## src/rtl/uart_rx_cfg.sv

```systemverilog
// uart_rx_cfg: parametrised UART receiver with 3-sample majority vote,
// input synchroniser, false-start rejection and parity/framing flags.
// Ports: clk, rst (sync, active-high), baud (oversample tick),
//   rx_in (async line, idle high), rx_data/rx_valid (received word +
//   1-cycle strobe), rx_busy (frame in progress), parity_err, frame_err.
module uart_rx_cfg #(
  parameter int DATA_BITS   = 8,
  parameter int OVERSAMPLE  = 16,
  parameter int PARITY_MODE = 0,
  parameter int STOP_BITS   = 1,
  parameter int SYNC_STAGES = 2
) (
  input  logic                 clk,
  input  logic                 rst,
  input  logic                 baud,
  input  logic                 rx_in,
  output logic [DATA_BITS-1:0] rx_data,
  output logic                 rx_valid,
  output logic                 rx_busy,
  output logic                 parity_err,
  output logic                 frame_err
);

  localparam int TW = $clog2(OVERSAMPLE);
  localparam int BW = $clog2(DATA_BITS + 1);

  localparam logic [TW-1:0] TC_HALF = TW'(OVERSAMPLE / 2 - 1);
  localparam logic [TW-1:0] TC_S0   = TW'(OVERSAMPLE - 3);
  localparam logic [TW-1:0] TC_S1   = TW'(OVERSAMPLE - 2);
  localparam logic [TW-1:0] TC_LAST = TW'(OVERSAMPLE - 1);
  localparam logic [BW-1:0] BC_DLAST = BW'(DATA_BITS - 1);
  localparam logic [BW-1:0] BC_SLAST = BW'(STOP_BITS - 1);

  typedef enum logic [2:0] {
    IDLE,
    START,
    DATA,
    PARITY,
    STOP
  } state_e;

  state_e                 state_q;
  logic [SYNC_STAGES-1:0] sync_q;
  logic [TW-1:0]          tc_q;
  logic [BW-1:0]          bc_q;
  logic                   armed_q;
  logic                   s0_q;
  logic                   s1_q;
  logic [DATA_BITS-1:0]   shift_q;
  logic                   perr_q;
  logic                   ferr_q;
  logic [DATA_BITS-1:0]   rx_data_q;
  logic                   rx_valid_q;
  logic                   rx_busy_q;
  logic                   parity_err_q;
  logic                   frame_err_q;

  logic                 rx_s;
  logic                 in_bit;
  logic                 tick_last;
  logic                 maj_d;
  logic                 par_d;
  logic                 perr_d;
  logic                 ferr_d;
  logic [DATA_BITS-1:0] shift_d;

  assign rx_s = sync_q[SYNC_STAGES-1];

  always_comb begin
    in_bit    = (state_q == DATA) || (state_q == PARITY) ||
                (state_q == STOP);
    tick_last = baud && (tc_q == TC_LAST);
    // third sample is taken live on the decision tick
    maj_d     = (s0_q & s1_q) | (s0_q & rx_s) | (s1_q & rx_s);
    par_d     = (^shift_q) ^ maj_d;
    perr_d    = (PARITY_MODE == 2) ? ~par_d : par_d;
    ferr_d    = ferr_q | ~maj_d;
    shift_d   = {maj_d, shift_q[DATA_BITS-1:1]};
  end

  always_ff @(posedge clk) begin
    if (rst) begin
      sync_q       <= '1;
      state_q      <= IDLE;
      tc_q         <= '0;
      bc_q         <= '0;
      armed_q      <= 1'b0;
      s0_q         <= 1'b0;
      s1_q         <= 1'b0;
      shift_q      <= '0;
      perr_q       <= 1'b0;
      ferr_q       <= 1'b0;
      rx_data_q    <= '0;
      rx_valid_q   <= 1'b0;
      rx_busy_q    <= 1'b0;
      parity_err_q <= 1'b0;
      frame_err_q  <= 1'b0;
    end else begin
      sync_q     <= {sync_q[SYNC_STAGES-2:0], rx_in};
      rx_valid_q <= 1'b0;

      if (baud && in_bit) begin
        if (tc_q == TC_S0) s0_q <= rx_s;
        if (tc_q == TC_S1) s1_q <= rx_s;
        tc_q <= (tc_q == TC_LAST) ? '0 : tc_q + 1'b1;
      end

      unique case (state_q)
        IDLE: begin
          tc_q <= '0;
          bc_q <= '0;
          if (rx_s) begin
            armed_q <= 1'b1;
          end else if (armed_q) begin
            state_q   <= START;
            rx_busy_q <= 1'b1;
          end
        end
        START: begin
          if (baud) begin
            if (tc_q == TC_HALF) begin
              tc_q <= '0;
              if (rx_s) begin
                state_q   <= IDLE;
                rx_busy_q <= 1'b0;
              end else begin
                state_q <= DATA;
                bc_q    <= '0;
                perr_q  <= 1'b0;
                ferr_q  <= 1'b0;
              end
            end else begin
              tc_q <= tc_q + 1'b1;
            end
          end
        end
        DATA: begin
          if (tick_last) begin
            shift_q <= shift_d;
            if (bc_q == BC_DLAST) begin
              bc_q    <= '0;
              state_q <= (PARITY_MODE != 0) ? PARITY : STOP;
            end else begin
              bc_q <= bc_q + 1'b1;
            end
          end
        end
        PARITY: begin
          if (tick_last) begin
            perr_q  <= perr_d;
            state_q <= STOP;
          end
        end
        STOP: begin
          if (tick_last) begin
            if (bc_q == BC_SLAST) begin
              // finish mid-stop-bit so a back-to-back start is not missed
              state_q      <= IDLE;
              bc_q         <= '0;
              rx_valid_q   <= 1'b1;
              rx_data_q    <= shift_q;
              parity_err_q <= perr_q;
              frame_err_q  <= ferr_d;
              rx_busy_q    <= 1'b0;
              armed_q      <= 1'b0;
            end else begin
              bc_q   <= bc_q + 1'b1;
              ferr_q <= ferr_d;
            end
          end
        end
        default: state_q <= IDLE;
      endcase
    end
  end

  assign rx_data    = rx_data_q;
  assign rx_valid   = rx_valid_q;
  assign rx_busy    = rx_busy_q;
  assign parity_err = parity_err_q;
  assign frame_err  = frame_err_q;

endmodule
```

## config.mk

```make
export PLATFORM = sky130hd
export DESIGN_NAME = uart_rx_cfg
export DESIGN_NICKNAME = d
export VERILOG_FILES = /design/src/rtl/uart_rx_cfg.sv
export SDC_FILE = /design/constraint.sdc
export NUM_CORES = 1
export LEC_CHECK = 0
export ABC_AREA = 1
export BUFFER_PORTS_ARGS = -buffer_cell sky130_fd_sc_hd__buf_4
export CORE_ASPECT_RATIO = 2
export CORE_UTILIZATION = 50
export CTS_BUF_LIST = sky130_fd_sc_hd__clkbuf_8
export DETAILED_ROUTE_END_ITERATION = 16
export PLACE_DENSITY = 0.78
export SYNTH_ARGS = -nofsm -noshare
export SYNTH_HDL_FRONTEND = slang
export SYNTH_SLANG_ARGS = --single-unit
```

## constraint.sdc

```tcl
create_clock -name clk -period 4.6 [get_ports clk]
set_input_delay 0.92 -clock clk [delete_from_list [all_inputs] [get_ports clk]]
set_output_delay 0.92 -clock clk [all_outputs]
set_load 0.1 [all_outputs]
```

==> reports/results.tsv, run 1 <==
metric	value	unit
status	complete, no violations	
Reg2Reg Depth	8	
post-DP HPWL	3.445	mm
mapped cell area	0.002006	mm2
Final #Nets	322	
core area	0.003844	mm2
family with the most delay on the worst path	compound AO/OA/AOI/OAI gates	
layout cells sized above 1	0.1306	
Setup Buffers After CTS	0	
Fill cells	409	
measured slew at the worst slew-check pin	0.7121	ns
crit path capture type	flip-flop	
Arr. time, crit path	2.11	ns
setup violators final	0	
LEAKAGE	1.005	nW
htree depth	2	
final cell count without fillers	365	
PortBufs	15	
placed cell count	357	
ANT cells	0	
post-cts sizing count	0	
Pint	0.0005298	W
vias post-DR	1894	
final hold viol count	0	
share of power burned in registers	0.446	
FP Rows	32	
Num CTS Buffers	5	
chip width	46.79	um
clk root buf	clkbuf_8	
drt pass-1 iters	4	
height of the die	91.57	um
total length of routed wires	4.579	mm
PwrDens	366.6	mW/mm2
Clock Latency Late Sink	0.30	ns
P_sw	0.0002940	W
Rel. slew slack	0.5203	
first-pass GRT wire length	7.189	mm
Clock power frac	0.296	
Max Clk Rate	0.5191	GHz
synthesis-to-layout area growth	12.04	%
combinational share of power	0.258	
clock sinks	38	
routability cong.	0.9396	
drt via density	5.189	
Worst Hold Class	flip-flop to flip-flop	
syn_nets	305	
r2r endpoint	bc_q[0]	
vias in the first global route	1763	
register area share after synthesis	0.3793	
syn avg cell area	6.776	um2
hold_sp	sync_q[0]	
Max VDD drop	0.3258	mV
remaining antenna violation count after routing	0	
Warnings, synthesis	0	
Crit Path Class	flip-flop to flip-flop	
Reg2Reg Setup Slack	2.67	ns
antenna violations before repair	0	
Die ar.	0.004284	mm2
total I/O pin count	16	
synthesis-stage register bit count	38	
DRC viols	0	
Hold Crit Endpoint	sync_q[1]	
DRT iter0 DRCs	40	
final core occ	0.5846	
Clock transition at path regs	0.08	ns
GR Util All Layers	0.2324	
Final Max Slew Viols	0	
gr ovfl total	0	
Switching Share	0.3569	
post-route setup TNS	0	ns
RSZ-0062 raised after global routing	no	
CTS max path bufs	2	
r2r startpoint	tc_q[1]	
Final Critical Period	1.926	ns
Yosys cell types	34	
Crit Path Max Fanout	6	
Clock Skews	0.007456	ns
Cells after Synth	296	
Buf/Inv on CP	0	
worst-path cell chain	ha_1 > nand2_1 > nor2_1 > nor2_1 > a21oi_1 > nand3_2 > o21ai_0 > a21oi_1	
slowest CP cell	dfxtp_1	
Max stage delay on crit path	0.40	ns
Hold Crit Depth	1	
WP data required	4.78	ns
Starting Density	0.5218	
routed len/inst	12.55	um
TritonCTS clock tree	built	
Multi-input gate area	0.001056	mm2
max-cap check violation count	0	
final worst-path cycle share	0.4188	
Reg area	760.7	um2
CP Launch Type	flip-flop	
cts hold-fix bufs	0	
largest net degree at the start of global routing	24	
==> kinds of logic after synthesis <==
| logic type | after synthesis | share of synthesized area |
|---|---|---|
| AND/OR/NAND/NOR | 139 | 0.3026 |
| AO/OA/AOI/OAI | 65 | 0.1840 |
| buffers and inverters | 47 | 0.09420 |
| flip-flops | 38 | 0.3793 |
| adder cells (fa/ha/maj) | 5 | 0.03119 |
| XOR/XNOR | 2 | 0.008735 |
==> worst max-delay path by stage <==
| stage | from | to | slack, ns | depth (start not counted) |
|---|---|---|---|---|
| detailed placement | baud | parity_err | 2.42 | 6 |
| CTS | tc_q[0] | bc_q[0] | 2.67 | 8 |
| global placement | baud | frame_err | 2.46 | 6 |
| floorplan | rx_data[0] | rx_data[0] | 2.76 | 0 |
| global route | tc_q[0] | bc_q[0] | 2.48 | 8 |
| finish | tc_q[1] | bc_q[0] | 2.67 | 8 |
==> metrics by stage <==
stage | power, W | hold WS [ns] | setup WS [ns] | instance area [um2]
after floorplan | 0.0005327 | 0.3895 | 2.755 | 2006
after global placement | 0.0005797 | 0.3933 | 2.461 | 2152
after detailed placement | 0.0005837 | 0.3984 | 2.419 | 2152
after CTS | 0.0008267 | 0.4193 | 2.674 | 2247
after global routing | 0.0008716 | 0.4614 | 2.485 | 2247
final | 0.0008238 | 0.4155 | 2.674 | 2247
==> flip-flops by register name (all words and copies together), names as in the netlist <==
signal and cells:
perr_q 1, armed_q 1, bc_q 4, parity_err 1, s0_q 1, state_q 3, rx_busy 1, ferr_q 1
rx_data 8, frame_err 1, s1_q 1, tc_q 4, shift_q 8, rx_valid 1, sync_q 2
==> layout make-up <==
type                       count  share of cell area
multi-input combinational    211              0.4699
sequential                    38              0.3385
clock buffer                   6             0.03675
clock inverter                 2            0.005568
tap                           51             0.02840
timing repair buffer          15             0.05011
inverter                      42             0.07071
==> power by group through the flow <==
stage | combinational (W) | sequential (W) | clock [W]
2_1_floorplan | 0.000151 | 0.000382 | 0
3_3_place_gp | 0.000206 | 0.000373 | 0
3_5_place_dp | 0.000210 | 0.000374 | 0
4_1_cts | 0.000211 | 0.000366 | 0.000249
5_1_grt | 0.000240 | 0.000370 | 0.000261
6_report | 0.000213 | 0.000367 | 0.000244
==> per-layer routing <==
layer  up-vias  part of all wire  track usage  wire length [um]
met5         -                 0            0                 0
met4         0             0.036       0.1286               164
met3        12             0.015      0.03777                68
met2        24              0.57       0.4363              2597
met1       870              0.38       0.2080              1748
li1        988                 -            -                 -
==> synthesized netlist by cell type <==
cell	count	area, um2
o21ai_1	1	5.000
inv_1	38	142.6
nand3_4	1	17.52
nand3_1	14	70.07
nor2_1	33	123.9
o21a_1	1	7.510
nand4_1	1	6.260
clkbuf_1	3	11.26
clkinv_2	1	5.000
nand2_1	78	292.8
nor2_4	1	11.26
nor2_2	2	12.51
buf_6	1	11.26
o22ai_1	1	6.260
nor3_1	1	5.000
xnor2_1	1	8.760
nor3_4	1	16.27
dfxtp_1	38	760.7
nand3_2	2	20.02
nand2_2	1	6.260
a21oi_2	2	17.52
a21oi_1	23	115.1
o21ai_0	25	125.1
ha_1	5	62.56
xor2_1	1	8.760
and2_1	1	6.260
or2_2	2	12.51
inv_2	3	11.26
buf_4	1	7.510
a211oi_1	8	60.06
o211ai_1	1	7.510
o21ai_2	2	17.52
nor4_1	1	6.260
a22oi_1	1	7.510
==> cells in the final DEF (no fill, tap or decap), types with 2 or more instances in the layout <==
| cell | instances |
|---|---|
| nand3_1 | 14 |
| clkinv_2 | 2 |
| or2_2 | 2 |
| buf_4 | 15 |
| o21ai_0 | 25 |
| inv_2 | 3 |
| a21oi_2 | 2 |
| dfxtp_1 | 38 |
| nor2_1 | 33 |
| ha_1 | 5 |
| clkbuf_8 | 6 |
| inv_1 | 38 |
| a21oi_1 | 23 |
| a211oi_1 | 8 |
| nand3_2 | 2 |
| nor2_2 | 2 |
| nand2_1 | 78 |
| o21ai_2 | 2 |
No activity file was read; power rests on OpenSTA's default activity.
==> run 2: changes to the inputs <==
- PLACE_DENSITY: 0.78 -> 0.81
- clock period: 4.6 -> 1.6 ns (I/O delays scaled with it)
==> run 2 against run 1 <==
Clock-buffer cell count stayed put. Routed wire length is 7.6% higher. Combinational power grew to 3.5 times the previous value. Largest cell class unchanged.
==> reports/results.tsv, run 2 (same netlist as run 1, synthesis figures left out) <==
metric	value	unit	change
Arr. time, crit path	1.74	ns	-0.37 ns
Final #Nets	337		+4.7%
status	complete, no violations		
drt pass-1 iters	4		unchanged
Crit Path Max Fanout	7		+1
clk root buf	clkbuf_8		
vias post-DR	1986		+4.9%
commonest non-fill, non-tap cell in the layout	nand2_1		
height of the die	91.57	um	unchanged
post-DP HPWL	3.512	mm	+1.9%
Reg area	768.2	um2	+0.99%
Max Clk Rate	0.6437	GHz	+24%
crit path capture type	flip-flop		
fin area	0.002445	mm2	+8.8%
Rel. slew slack	0.6634		+0.1432
total I/O pin count	16		unchanged
WP data required	1.78	ns	-3.00 ns
placed cell count	368		+3.1%
worst-path cell chain	ha_2 > buf_4 > nand3_4 > nor3_1 > o21ai_0 > nand2_1 > a21oi_1		
PwrDens	1075	mW/mm2	+190%
measured slew at the worst slew-check pin	0.5043	ns	-0.2078 ns
synthesis-to-layout area growth	21.90	%	
largest net degree at the start of global routing	20		-17%
Starting Density	0.5218		unchanged
CTS max path bufs	2		unchanged
Final Max Slew Viols	0		unchanged
most frequent cells in the layout	nand2_1 (76), inv_1 (37), dfxtp_1 (32)		
Fill cells	361		-12%
htree depth	2		unchanged
clock sinks	38		unchanged
chip width	46.79	um	unchanged
LEAKAGE	1.094	nW	+8.9%
Die ar.	0.004284	mm2	unchanged
placed instance area	0.002247	mm2	+4.4%
Crit Path Class	flip-flop to flip-flop		
DRT iter0 DRCs	61		+53%
first-pass GRT wire length	7.762	mm	+8.0%
ANT cells	0		unchanged
Worst Hold Class	input pin to flip-flop		
slowest CP cell	nor3_1		
final cell count without fillers	379		+3.8%
PnR worst setup slack	0.04640	ns	-2.627 ns
final worst-path cycle share	0.9710		+0.5522
routed len/inst	13.00	um	+3.6%
Num CTS Buffers	5		unchanged
pre-CTS setup slack	-0.02770	ns	-2.447 ns
core area	0.003844	mm2	unchanged
antenna violations before repair	0		unchanged
final hold viol count	0		unchanged
Multi-input gate area	0.001091	mm2	+3.3%
drt via density	5.240		+0.98%
max-cap check violation count	0		unchanged
total length of routed wires	4.927	mm	+7.6%
FP Rows	32		unchanged
TritonCTS clock tree	built		
routability cong.	0.9434		+0.40%
Clock Latency Late Sink	0.29	ns	about the same
GR Util All Layers	0.2515		+0.01911
Clock transition at path regs	0.08	ns	about the same
post-route setup TNS	0	ns	unchanged
PortBufs	15		unchanged
Max VDD drop	0.7188	mV	+120%
Final Critical Period	1.554	ns	-0.3727 ns
cts hold-fix bufs	0		unchanged
vias in the first global route	1835		+4.1%
setup violators final	0		unchanged
layout cells sized above 1	0.2165		+0.08589
Max stage delay on crit path	0.34	ns	-0.06 ns
gr ovfl total	0		unchanged
remaining antenna violation count after routing	0		unchanged
Clock Skews	0.004443	ns	-0.003013 ns
DRC viols	0		unchanged
final core occ	0.6361		+0.05143
CP Launch Type	flip-flop		
-- run 2: cell types whose count changed in the layout (fill, tap and decap cells not counted), sizes merged --
| cell | change |
|---|---|
| bufinv | +1 |
| clkinvlp | -1 |
| clkinv | -1 |
| buf | +15 |
-- run 2: critical path, delay by kind of cell (launching register included) --
family                   cells  cell delay, ns
AO/OA/AOI/OAI                2            0.24
AND/OR/NAND/NOR              3            0.57
flip-flops                   1            0.33
adder cells (fa/ha/maj)      1            0.18
buffers and inverters        1            0.13
-- run 2: path summary, 6_finish.rpt --
path	start	end	slack, ns	cells past startpoint
min reg2reg	sync_q[0]	sync_q[1]	0.41	1
max reg2reg	tc_q[0]	perr_q	0.05	7
max	tc_q[0]	perr_q	0.05	7
min	rx_in	sync_q[0]	0.21	2
-- run 2: final cells by class --
cell class / count / area share
clock inverters: 1 / 0.01228
inverters: 42 / 0.06499
flip-flops and latches: 38 / 0.3142
multi-input cells: 211 / 0.4463
well taps: 51 / 0.02610
repair buffers: 30 / 0.1024
clock buffers: 6 / 0.03378
-- run 2: timing repair --
action / 4_1_cts / 5_1_grt
endpoints found under the setup margin: 1 / 22
endpoints found under the hold margin: 0 / 0
pin swaps: 0 / 5
gates resized for setup: 1 / 21
setup buffers: 0 / 4
-- run 2: through the flow --
stage | power (W) | hold WS [ns]
finish | 0.002628 | 0.2128
floorplan | 0.001532 | 0.3895
global route | 0.002769 | 0.2114
CTS | 0.002555 | 0.2074
detailed placement | 0.001720 | 0.3937
global placement | 0.001706 | 0.3943
-- run 2: power by group --
| group | switching [W] | leakage, nW | internal (W) |
|---|---|---|---|
| sequential | 0.0000513 | 0.310 | 0.00100 |
| clock | 0.000338 | 0.0573 | 0.000499 |
| combinational | 0.000485 | 0.727 | 0.000251 |
| total | 0.000874 | 1.09 | 0.00175 |
-- run 2: metal layers --
layer / track usage / routed length (um) / up-vias
met5: 0 / 0 / -
met4: 0.1190 / 175 / 0
met3: 0.04771 / 91 / 16
met2: 0.4537 / 2750 / 32
met1: 0.2512 / 1909 / 922
li1: - / - / 1016
==> run 3: changes to the inputs <==
- CAP_MARGIN: unset -> 20
- MAX_ROUTING_LAYER: unset -> met4
==> run 3 against run 2 <==
Highest routed layer unchanged. Largest cell class unchanged. Combinational power increased by 4.1%. Global-route usage decreased by 0.073 points. Design area is 2.5% higher.
==> reports/results.tsv, run 3 (same netlist as run 1, synthesis figures left out) <==
metric	value	unit	change
CP Launch Point	tc_q[0]		
routed len/inst	13.06	um	+0.43%
PortBufs	15		unchanged
first-pass GRT wire length	7.693	mm	-0.89%
Final Max Slew Viols	0		unchanged
RSZ-0062 raised after global routing	yes		
DRC viols	0		unchanged
post-DP HPWL	3.568	mm	+1.6%
chip width	46.79	um	unchanged
Clock transition at path regs	0.07	ns	about the same
Num CTS Buffers	5		unchanged
vias in the first global route	1956		+6.6%
synthesis-to-layout area growth	24.95	%	
Die ar.	0.004284	mm2	unchanged
worst-path cell chain	ha_4 > buf_4 > nand3_4 > nor3_1 > o21ai_0 > nand2_1 > a21oi_1		
DRT iter0 DRCs	37		-39%
clk root buf	clkbuf_8		
r2r startpoint	tc_q[0]		
WP data required	1.78	ns	about the same
Fill cells	350		-3.0%
CP Launch Type	flip-flop		
gr ovfl total	0		unchanged
setup violators final	0		unchanged
placed cell count	369		+0.27%
Crit Path Class	flip-flop to flip-flop		
Arr. time, crit path	1.73	ns	about the same
Worst Hold Class	input pin to flip-flop		
TritonCTS clock tree	built		
Clock Latency Late Sink	0.29	ns	about the same
Max Clk Rate	0.6449	GHz	+0.19%
Max stage delay on crit path	0.36	ns	+0.02 ns
final core occ	0.6520		+0.01595
total I/O pin count	16		unchanged
max-cap check violation count	0		unchanged
PwrDens	1132	mW/mm2	+5.3%
drt via density	5.134		-2.0%
Crit Path Max Fanout	7		unchanged
Multi-input gate area	0.001125	mm2	+3.1%
met1 Usage GRT	0.2149		-0.03633
final cell count without fillers	380		+0.26%
Clock Skews	0.008735	ns	+0.004292 ns
height of the die	91.57	um	unchanged
post-route setup TNS	0	ns	unchanged
pre-CTS setup slack	-0.03266	ns	-0.004955 ns
hold_sp	rx_in		
final hold viol count	0		unchanged
clock sinks	38		unchanged
GR Util All Layers	0.2508		-0.0007322
met3 Track Usage GR	0.04573		-0.001988
status	complete, no violations		
vias post-DR	1951		-1.8%
htree depth	2		unchanged
slowest CP cell	dfxtp_2		
remaining antenna violation count after routing	0		unchanged
CTS max path bufs	2		unchanged
Starting Density	0.5218		unchanged
measured slew at the worst slew-check pin	0.4513	ns	-0.05300 ns
PnR Total Power	0.002836	W	+7.9%
ANT cells	0		unchanged
cts hold-fix bufs	0		unchanged
LEAKAGE	1.107	nW	+1.2%
met2 Track Usage GR	0.4583		+0.004630
drt pass-1 iters	7		+3
routability cong.	1.051		+11%
FP Rows	32		unchanged
Final Critical Period	1.551	ns	-0.002972 ns
layout cells sized above 1	0.2371		+0.02062
antenna violations before repair	0		unchanged
Reg area	765.7	um2	-0.33%
Final #Nets	337		unchanged
largest net degree at the start of global routing	20		unchanged
PnR worst setup slack	0.04937	ns	+0.002972 ns
total length of routed wires	4.961	mm	+0.69%
most frequent cells in the layout	nand2_1 (75), inv_1 (36), dfxtp_1 (34)		
Rel. slew slack	0.6971		+0.03368
Max VDD drop	1.063	mV	+48%
core area	0.003844	mm2	unchanged
commonest non-fill, non-tap cell in the layout	nand2_1		
crit path capture type	flip-flop		
final worst-path cycle share	0.9691		-0.001858
GRT busiest layer	met2		
run 3: changes by cell type in the layout (fill, tap and decap cells not counted), moves of 2 or more:
cell and delta:
nor2_1 -2, a21oi_2 +3, nor2_2 +2, dfxtp_2 -2
a21oi_1 -3, dfxtp_1 +2
run 3: final cells by class:
class,instances,area share
repair buffers,30,0.09985
multi-input cells,211,0.4488
flip-flops and latches,38,0.3055
clock inverters,2,0.02396
inverters,42,0.06340
well taps,51,0.02546
clock buffers,6,0.03295
run 3: repair_timing:
action,CTS,global route
setup endpoints to repair,4,24
buffers inserted,0,3
pin swaps,0,11
gates resized for setup,2,27
run 3: path summary, 6_finish.rpt:
check	cells past startpoint	endpoint	slack (ns)
worst max-delay path	7	perr_q	0.05
worst min-delay path	2	sync_q[0]	0.21
worst max register to register	7	perr_q	0.05
worst min register to register	1	sync_q[1]	0.42
run 3: power breakdown:
part           total, W  internal, W  switching [W]
Clock           0.00101     0.000665       0.000350
Combinational  0.000766     0.000264       0.000502
Sequential      0.00106      0.00100      0.0000520
run 3: critical path: cells and delay by family (launching register included):
family | cells | cell delay [ns]
AO/OA/AOI/OAI | 2 | 0.23
adder cells (fa/ha/maj) | 1 | 0.15
buffers and inverters | 1 | 0.13
flip-flops | 1 | 0.36
AND/OR/NAND/NOR | 3 | 0.55
run 3: through the flow:
step	hold slack (ns)	instance area, um2
final	0.2110	2506
after CTS	0.2060	2397
after global placement	0.3937	2255
after global routing	0.2074	2506
after detailed placement	0.4008	2255
after floorplan	0.3895	2006
run 3: metal layers:
layer	vias to the layer above	wire length, um
li1	1017	-
met1	877	1807
met2	38	2844
met3	19	119
met4	0	189
met5	-	0
